### src/rtl/uart_rx_sampler.sv
// Oversampling UART receiver with a first-word-fall-through receive FIFO.
// Define UART_RX_PARITY_EN to expect one parity bit per frame (PARITY_ODD selects the sense).
module uart_rx_sampler #(
  parameter int CLK_FREQ   = 50000000,
  parameter int BAUD_RATE  = 115200,
  parameter int DATA_BITS  = 8,
  parameter int STOP_BITS  = 1,
  parameter int FIFO_DEPTH = 4,
  parameter int PARITY_ODD = 0
) (
  input  logic                          clk,
  input  logic                          rst,
  input  logic                          uart_rx,
  input  logic                          rx_ready,
  input  logic                          ovf_clr,
  output logic [DATA_BITS-1:0]          rx_data,
  output logic                          rx_valid,
  output logic                          rx_frame_err,
  output logic                          rx_parity_err,
  output logic                          rx_overflow,
  output logic [$clog2(FIFO_DEPTH):0]   fifo_count,
  output logic                          uart_rx_idle
);

  localparam int DIV = CLK_FREQ / BAUD_RATE;
  localparam int CW  = $clog2(DIV) + 1;
  localparam int AW  = $clog2(FIFO_DEPTH);
  localparam int EW  = DATA_BITS + 2;

  localparam logic [CW-1:0] HALF_LOAD = CW'(DIV / 2 - 1);
  localparam logic [CW-1:0] FULL_LOAD = CW'(DIV - 1);
  localparam logic [2:0]    LAST_DATA = 3'(DATA_BITS - 1);
  localparam logic [2:0]    LAST_STOP = 3'(STOP_BITS - 1);

  localparam logic [2:0] IDLE   = 3'd0;
  localparam logic [2:0] START  = 3'd1;
  localparam logic [2:0] DATA   = 3'd2;
`ifdef UART_RX_PARITY_EN
  localparam logic [2:0] PARITY = 3'd3;
`endif
  localparam logic [2:0] STOP   = 3'd4;

  logic                 rx_meta, rxs;
  logic [2:0]           state;
  logic [CW-1:0]        cnt;
  logic [2:0]           bit_idx;
  logic [DATA_BITS-1:0] shreg;
  logic                 ferr_q;
  logic                 push, push_ok, pop, full;
  logic                 push_ferr, push_perr;
  logic [EW-1:0]        mem [FIFO_DEPTH];
  logic [EW-1:0]        head;
  logic [AW-1:0]        wr_ptr, rd_ptr;

  always_ff @(posedge clk or posedge rst) begin
    if (rst) begin
      rx_meta <= 1'b1;
      rxs     <= 1'b1;
    end else begin
      rx_meta <= uart_rx;
      rxs     <= rx_meta;
    end
  end

`ifdef UART_RX_PARITY_EN
  logic perr_q;
  assign push_perr = perr_q;
`else
  logic unused_parity_odd;
  assign unused_parity_odd = PARITY_ODD[0];
  assign push_perr = 1'b0;
`endif

  // All bit samples land mid-bit: START waits half a bit, every later state a full bit.
  always_ff @(posedge clk or posedge rst) begin
    if (rst) begin
      state   <= IDLE;
      cnt     <= '0;
      bit_idx <= '0;
      shreg   <= '0;
      ferr_q  <= 1'b0;
`ifdef UART_RX_PARITY_EN
      perr_q  <= 1'b0;
`endif
    end else begin
      case (state)
        IDLE: begin
          if (!rxs) begin
            state <= START;
            cnt   <= HALF_LOAD;
          end
        end
        START: begin
          if (cnt == '0) begin
            if (rxs) begin
              state <= IDLE;
            end else begin
              state   <= DATA;
              cnt     <= FULL_LOAD;
              bit_idx <= '0;
            end
          end else begin
            cnt <= cnt - 1'b1;
          end
        end
        DATA: begin
          if (cnt == '0) begin
            shreg <= {rxs, shreg[DATA_BITS-1:1]};
            cnt   <= FULL_LOAD;
            if (bit_idx == LAST_DATA) begin
              bit_idx <= '0;
`ifdef UART_RX_PARITY_EN
              state   <= PARITY;
`else
              state   <= STOP;
`endif
            end else begin
              bit_idx <= bit_idx + 1'b1;
            end
          end else begin
            cnt <= cnt - 1'b1;
          end
        end
`ifdef UART_RX_PARITY_EN
        PARITY: begin
          if (cnt == '0) begin
            perr_q <= ((^shreg) ^ rxs) != PARITY_ODD[0];
            cnt    <= FULL_LOAD;
            state  <= STOP;
          end else begin
            cnt <= cnt - 1'b1;
          end
        end
`endif
        STOP: begin
          if (cnt == '0) begin
            if (bit_idx == '0) ferr_q <= ~rxs;
            if (bit_idx == LAST_STOP) begin
              state   <= IDLE;
              bit_idx <= '0;
            end else begin
              bit_idx <= bit_idx + 1'b1;
              cnt     <= FULL_LOAD;
            end
          end else begin
            cnt <= cnt - 1'b1;
          end
        end
        default: state <= IDLE;
      endcase
    end
  end

  // With one stop bit the frame error is only known in the push cycle itself.
  assign push      = (state == STOP) && (cnt == '0) && (bit_idx == LAST_STOP);
  assign push_ferr = (bit_idx == '0) ? ~rxs : ferr_q;

  assign full    = (fifo_count == FIFO_DEPTH[AW:0]);
  assign pop     = rx_valid && rx_ready;
  assign push_ok = push && (!full || pop);

  always_ff @(posedge clk) begin
    if (push_ok) mem[wr_ptr] <= {shreg, push_ferr, push_perr};
  end

  always_ff @(posedge clk or posedge rst) begin
    if (rst) begin
      wr_ptr      <= '0;
      rd_ptr      <= '0;
      fifo_count  <= '0;
      rx_overflow <= 1'b0;
    end else begin
      if (push_ok) wr_ptr <= wr_ptr + 1'b1;
      if (pop)     rd_ptr <= rd_ptr + 1'b1;
      case ({push_ok, pop})
        2'b10:   fifo_count <= fifo_count + 1'b1;
        2'b01:   fifo_count <= fifo_count - 1'b1;
        default: fifo_count <= fifo_count;
      endcase
      if (push && full && !pop) rx_overflow <= 1'b1;
      else if (ovf_clr)         rx_overflow <= 1'b0;
    end
  end

  assign head          = mem[rd_ptr];
  assign rx_valid      = (fifo_count != '0);
  assign rx_data       = rx_valid ? head[EW-1:2] : '0;
  assign rx_frame_err  = rx_valid & head[1];
  assign rx_parity_err = rx_valid & head[0];
  assign uart_rx_idle  = (state == IDLE);

endmodule

### config.mk
export PLATFORM = sky130hd
export DESIGN_NAME = uart_rx_sampler
export DESIGN_NICKNAME = d
export VERILOG_FILES = /design/src/rtl/uart_rx_sampler.sv
export SDC_FILE = /design/constraint.sdc
export NUM_CORES = 1
export LEC_CHECK = 0
export BUFFER_PORTS_ARGS = -buffer_cell sky130_fd_sc_hd__buf_2
export CAP_MARGIN = 10
export CORE_UTILIZATION = 60
export CTS_BUF_LIST = sky130_fd_sc_hd__clkbuf_4
export CTS_CLUSTER_DIAMETER = 50
export DETAILED_ROUTE_END_ITERATION = 12
export GPL_ROUTABILITY_DRIVEN = 0
export GPL_TIMING_DRIVEN = 1
export PLACE_DENSITY = 0.79
export SLEW_MARGIN = 15
export SYNTH_ARGS = -nofsm -noshare
export SYNTH_HDL_FRONTEND = slang
export SYNTH_SLANG_ARGS = --single-unit
### constraint.sdc
create_clock -name clk -period 3.2 [get_ports clk]
set_clock_uncertainty 0.15 [all_clocks]
set_input_delay 0.16 -clock clk [delete_from_list [all_inputs] [get_ports clk]]
set_output_delay 0.16 -clock clk [all_outputs]
set_load 0.005 [all_outputs]
==> impl_results.md <==
* Cell Area, Synth at 0.00336 mm²
* Peak Freq at 353 MHz
* Die X at 76.8 µm
* Worst path cell trace: inv_1, ha_1, nor3b_2, nand3_4, nor4b_4, inv_1, ha_1, inv_1, fa_1, xor2_1, nor2_1, xor2_1
* Leading area contributor after synthesis: edfxtp_1
* RSZ-0062 raised after global routing: no
* Layout area overhead at 10.5%
* Drt total wl at 5850 µm
* Core box area at 0.00524 mm²
* Drt pass-1 iters at 4
* Worst Path Required at 3340 ps
* Register area share after synthesis at 58.3%
* Syn nets at 253
* Synth area leaders: edfxtp_1 (32%), dfrtp_1 (25%), mux4_2 (6.0%), mux2_2 (4.0%), ha_1 (3.4%)
* Avg WL per Cell at 17.2 µm
* IO Port Bufs at 19
* Final worst path period need at 2840 ps
* Placement Cell Area at 0.00351 mm²
* Hold Vio Cnt, Final at 0
* Max Cap Viol at 0
* DR vias/cell at 5.85
* Warnings from Yosys at 0
* # diodes at 0
* Clk sink count at 71
* Main synth FF type: edfxtp_1
* Leakage power at 0.00162 µW
* Iteration-0 DRC Markers at 220
* Synth Instances at 238
* Total power at 1940 µW
* Slew Limit Fails at 0
* Origin of the critical flop-to-flop path: cnt[0]
* Total number of vias at 1990
* Tightest Pin Transition at 763 ps
* CTS tree: yes
* Cts hold-fix bufs at 4
* Worst path slowest cell: dfrtp_1
* Largest net degree at the start of global routing at 36
* Root buf cell: clkbuf_4
* Hold Crit Class: input pin to register
* Layout filler cell count at 352
* Placement Rows at 26
* CTS-repair resized insts at 0
* Initial antenna violation count at 0
* Synth cell count leaders: edfxtp_1 (36), dfrtp_1 (33), and2_1 (14), inv_1 (13), mux2_2 (12)
* Setup crit start kind: register
* Setup violators final at 0
* Min-delay src: rx_ready
* Register area at 0.00196 mm²
* Total die area at 0.00590 mm²
* # nets final at 280
* Worst rel slew slack at 48.7%
* HPWL after DPL at 3970 µm
* Multi-input logic area at 0.00131 mm²
* R2R Setup Slk at 360 ps
* Tcrit/Tclk final at 88.6%
* Post-synth top area share at 32.2%
* Post-Syn Area per Cell at 14.1 µm²
* R2R depth at 12
* GR Overflow Total at 0
* # Post-CTS Setup Buffers at 0
* Post-route cell area at 0.00371 mm²
* PwrDens at 523 mW/mm²
* FF-to-FF End: fifo_count[2]
* H-Tree Depth at 3
* First-pass GRT wire length at 10100 µm
* Max VDD drop at 319 µV
* Post-synth EDFFs at 36
* Hold EP: rd_ptr[0]
* Setup crit end kind: register
* Status: finished clean
* Hold path cells at 3
* CTS max path bufs at 2
* I/O pin count at 21
* Height of the chip at 76.8 µm
* Latest clock arrival within the worst-skew pair at 410 ps
* Post-DRT Antenna Nets at 0
* #FFs+latches synth at 71
* Initial core utilization at 64.1%
* Total GRT Usage at 22.9%
* Critical path's most frequent cell: inv_1
* Vias in the first global route at 1975
* Setup tns final at 0 ps
* CP Max Fanout at 9
* TritonCTS buffer count at 9
* Clock transition at path regs at 110 ps
* Layout cells sized above 1 at 26.3%
* Synth unique cells at 59
* DRC at 0
* CP arrival at 2970 ps
* Count leader, synth: edfxtp_1
* Kind of critical path: register to register
* CP peak stage delay at 430 ps
* Ys async rst share at 49.3%
-- through the flow --
stage,std cells,setup slack (ps),hold WS (ps),utilization [%]
3_3_place_gp,320,593,116,67.1
3_5_place_dp,320,440,119,67.1
5_1_grt,340,182,41.1,70.9
6_report,340,365,27.2,70.9
4_1_cts,340,377,11.7,70.9
2_1_floorplan,238,594,14.5,-
-- metal layers --
| layer | share of wire (%) | track usage, % | up-vias |
|---|---|---|---|
| met2 | 44 | 33.0 | 62 |
| met1 | 49 | 33.3 | 973 |
| li1 | - | - | 945 |
| met3 | 4.9 | 5.24 | 10 |
| met5 | 0 | 0 | - |
| met4 | 1.6 | 9.81 | 0 |
-- critical path: cells and delay by family (launching register included) --
| kind | cells | cell delay [ps] |
|---|---|---|
| and+or+nand+nor | 4 | 1000 |
| adders and majority gates | 3 | 610 |
| DFF | 1 | 430 |
| buffers and inverters | 3 | 220 |
| xor gates and xnor gates | 2 | 310 |
-- worst max path at each step --
stage            from       endpoint  slack (ps)  cells past startpoint
2_1_floorplan  cnt[0]  fifo_count[2]         590                     12
4_1_cts        cnt[0]  fifo_count[2]         380                     12
6_report       cnt[0]  fifo_count[2]         360                     12
3_3_place_gp   cnt[0]      mem[3][2]         590                      7
3_5_place_dp   cnt[0]      mem[3][1]         440                      7
5_1_grt        cnt[0]  fifo_count[2]         180                     12
-- where the power goes --
| part | leakage (µW) | internal [µW] | switching [µW] |
|---|---|---|---|
| Clock | 0.0000856 | 324 | 304 |
| Sequential | 0.000861 | 989 | 89.7 |
| Combinational | 0.000674 | 135 | 101 |
-- cell type report --
| type | instances | area share, % |
|---|---|---|
| flip-flops and latches | 71 | 52.8 |
| multi-input cells | 145 | 35.2 |
| repair buffers | 25 | 4.04 |
| well taps | 70 | 2.36 |
| clock inverters | 6 | 2.29 |
| clock buffers | 10 | 2.02 |
| inverters | 13 | 1.31 |
-- cell families (layout without fill, tap and decap cells) --
group           after synthesis  count (layout)  share of synthesized area (%)
simple gates                 62              62                           13.4
flops                        71              71                           58.3
mux                          25              25                           11.4
fa+ha+maj                    10              10                           3.95
other cells                   1               1                          0.112
compound gates               40              40                           8.16
buf+inv                      22              54                           2.76
xor+xnor                      7               7                           1.83
-- sequential cells by signal, summed over array words and instances (netlist names) --
| signal | cells |
|---|---|
| bit_idx | 3 |
| cnt | 10 |
| ferr_q | 1 |
| fifo_count | 3 |
| mem | 36 |
| rd_ptr | 2 |
| rx_meta | 1 |
| rx_overflow | 1 |
| rxs | 1 |
| shreg | 8 |
| state | 3 |
| wr_ptr | 2 |
-- cells in the final DEF, fill, tap and decap left out, types with 3 or more instances in the layout --
cell type,n
edfxtp_1,36
dfrtp_1,33
buf_2,19
and2_1,14
inv_1,13
mux2_2,12
a21oi_1,11
clkbuf_4,10
mux4_2,9
ha_1,9
o21ai_0,7
nor2_1,7
nand2b_1,5
xnor2_1,4
nand2_1,4
nor3_1,4
dlygate4sd3_1,4
nor2b_1,3
nor3b_1,3
xor2_1,3
o2bb2ai_1,3
No activity file was read; power rests on OpenSTA's default activity.
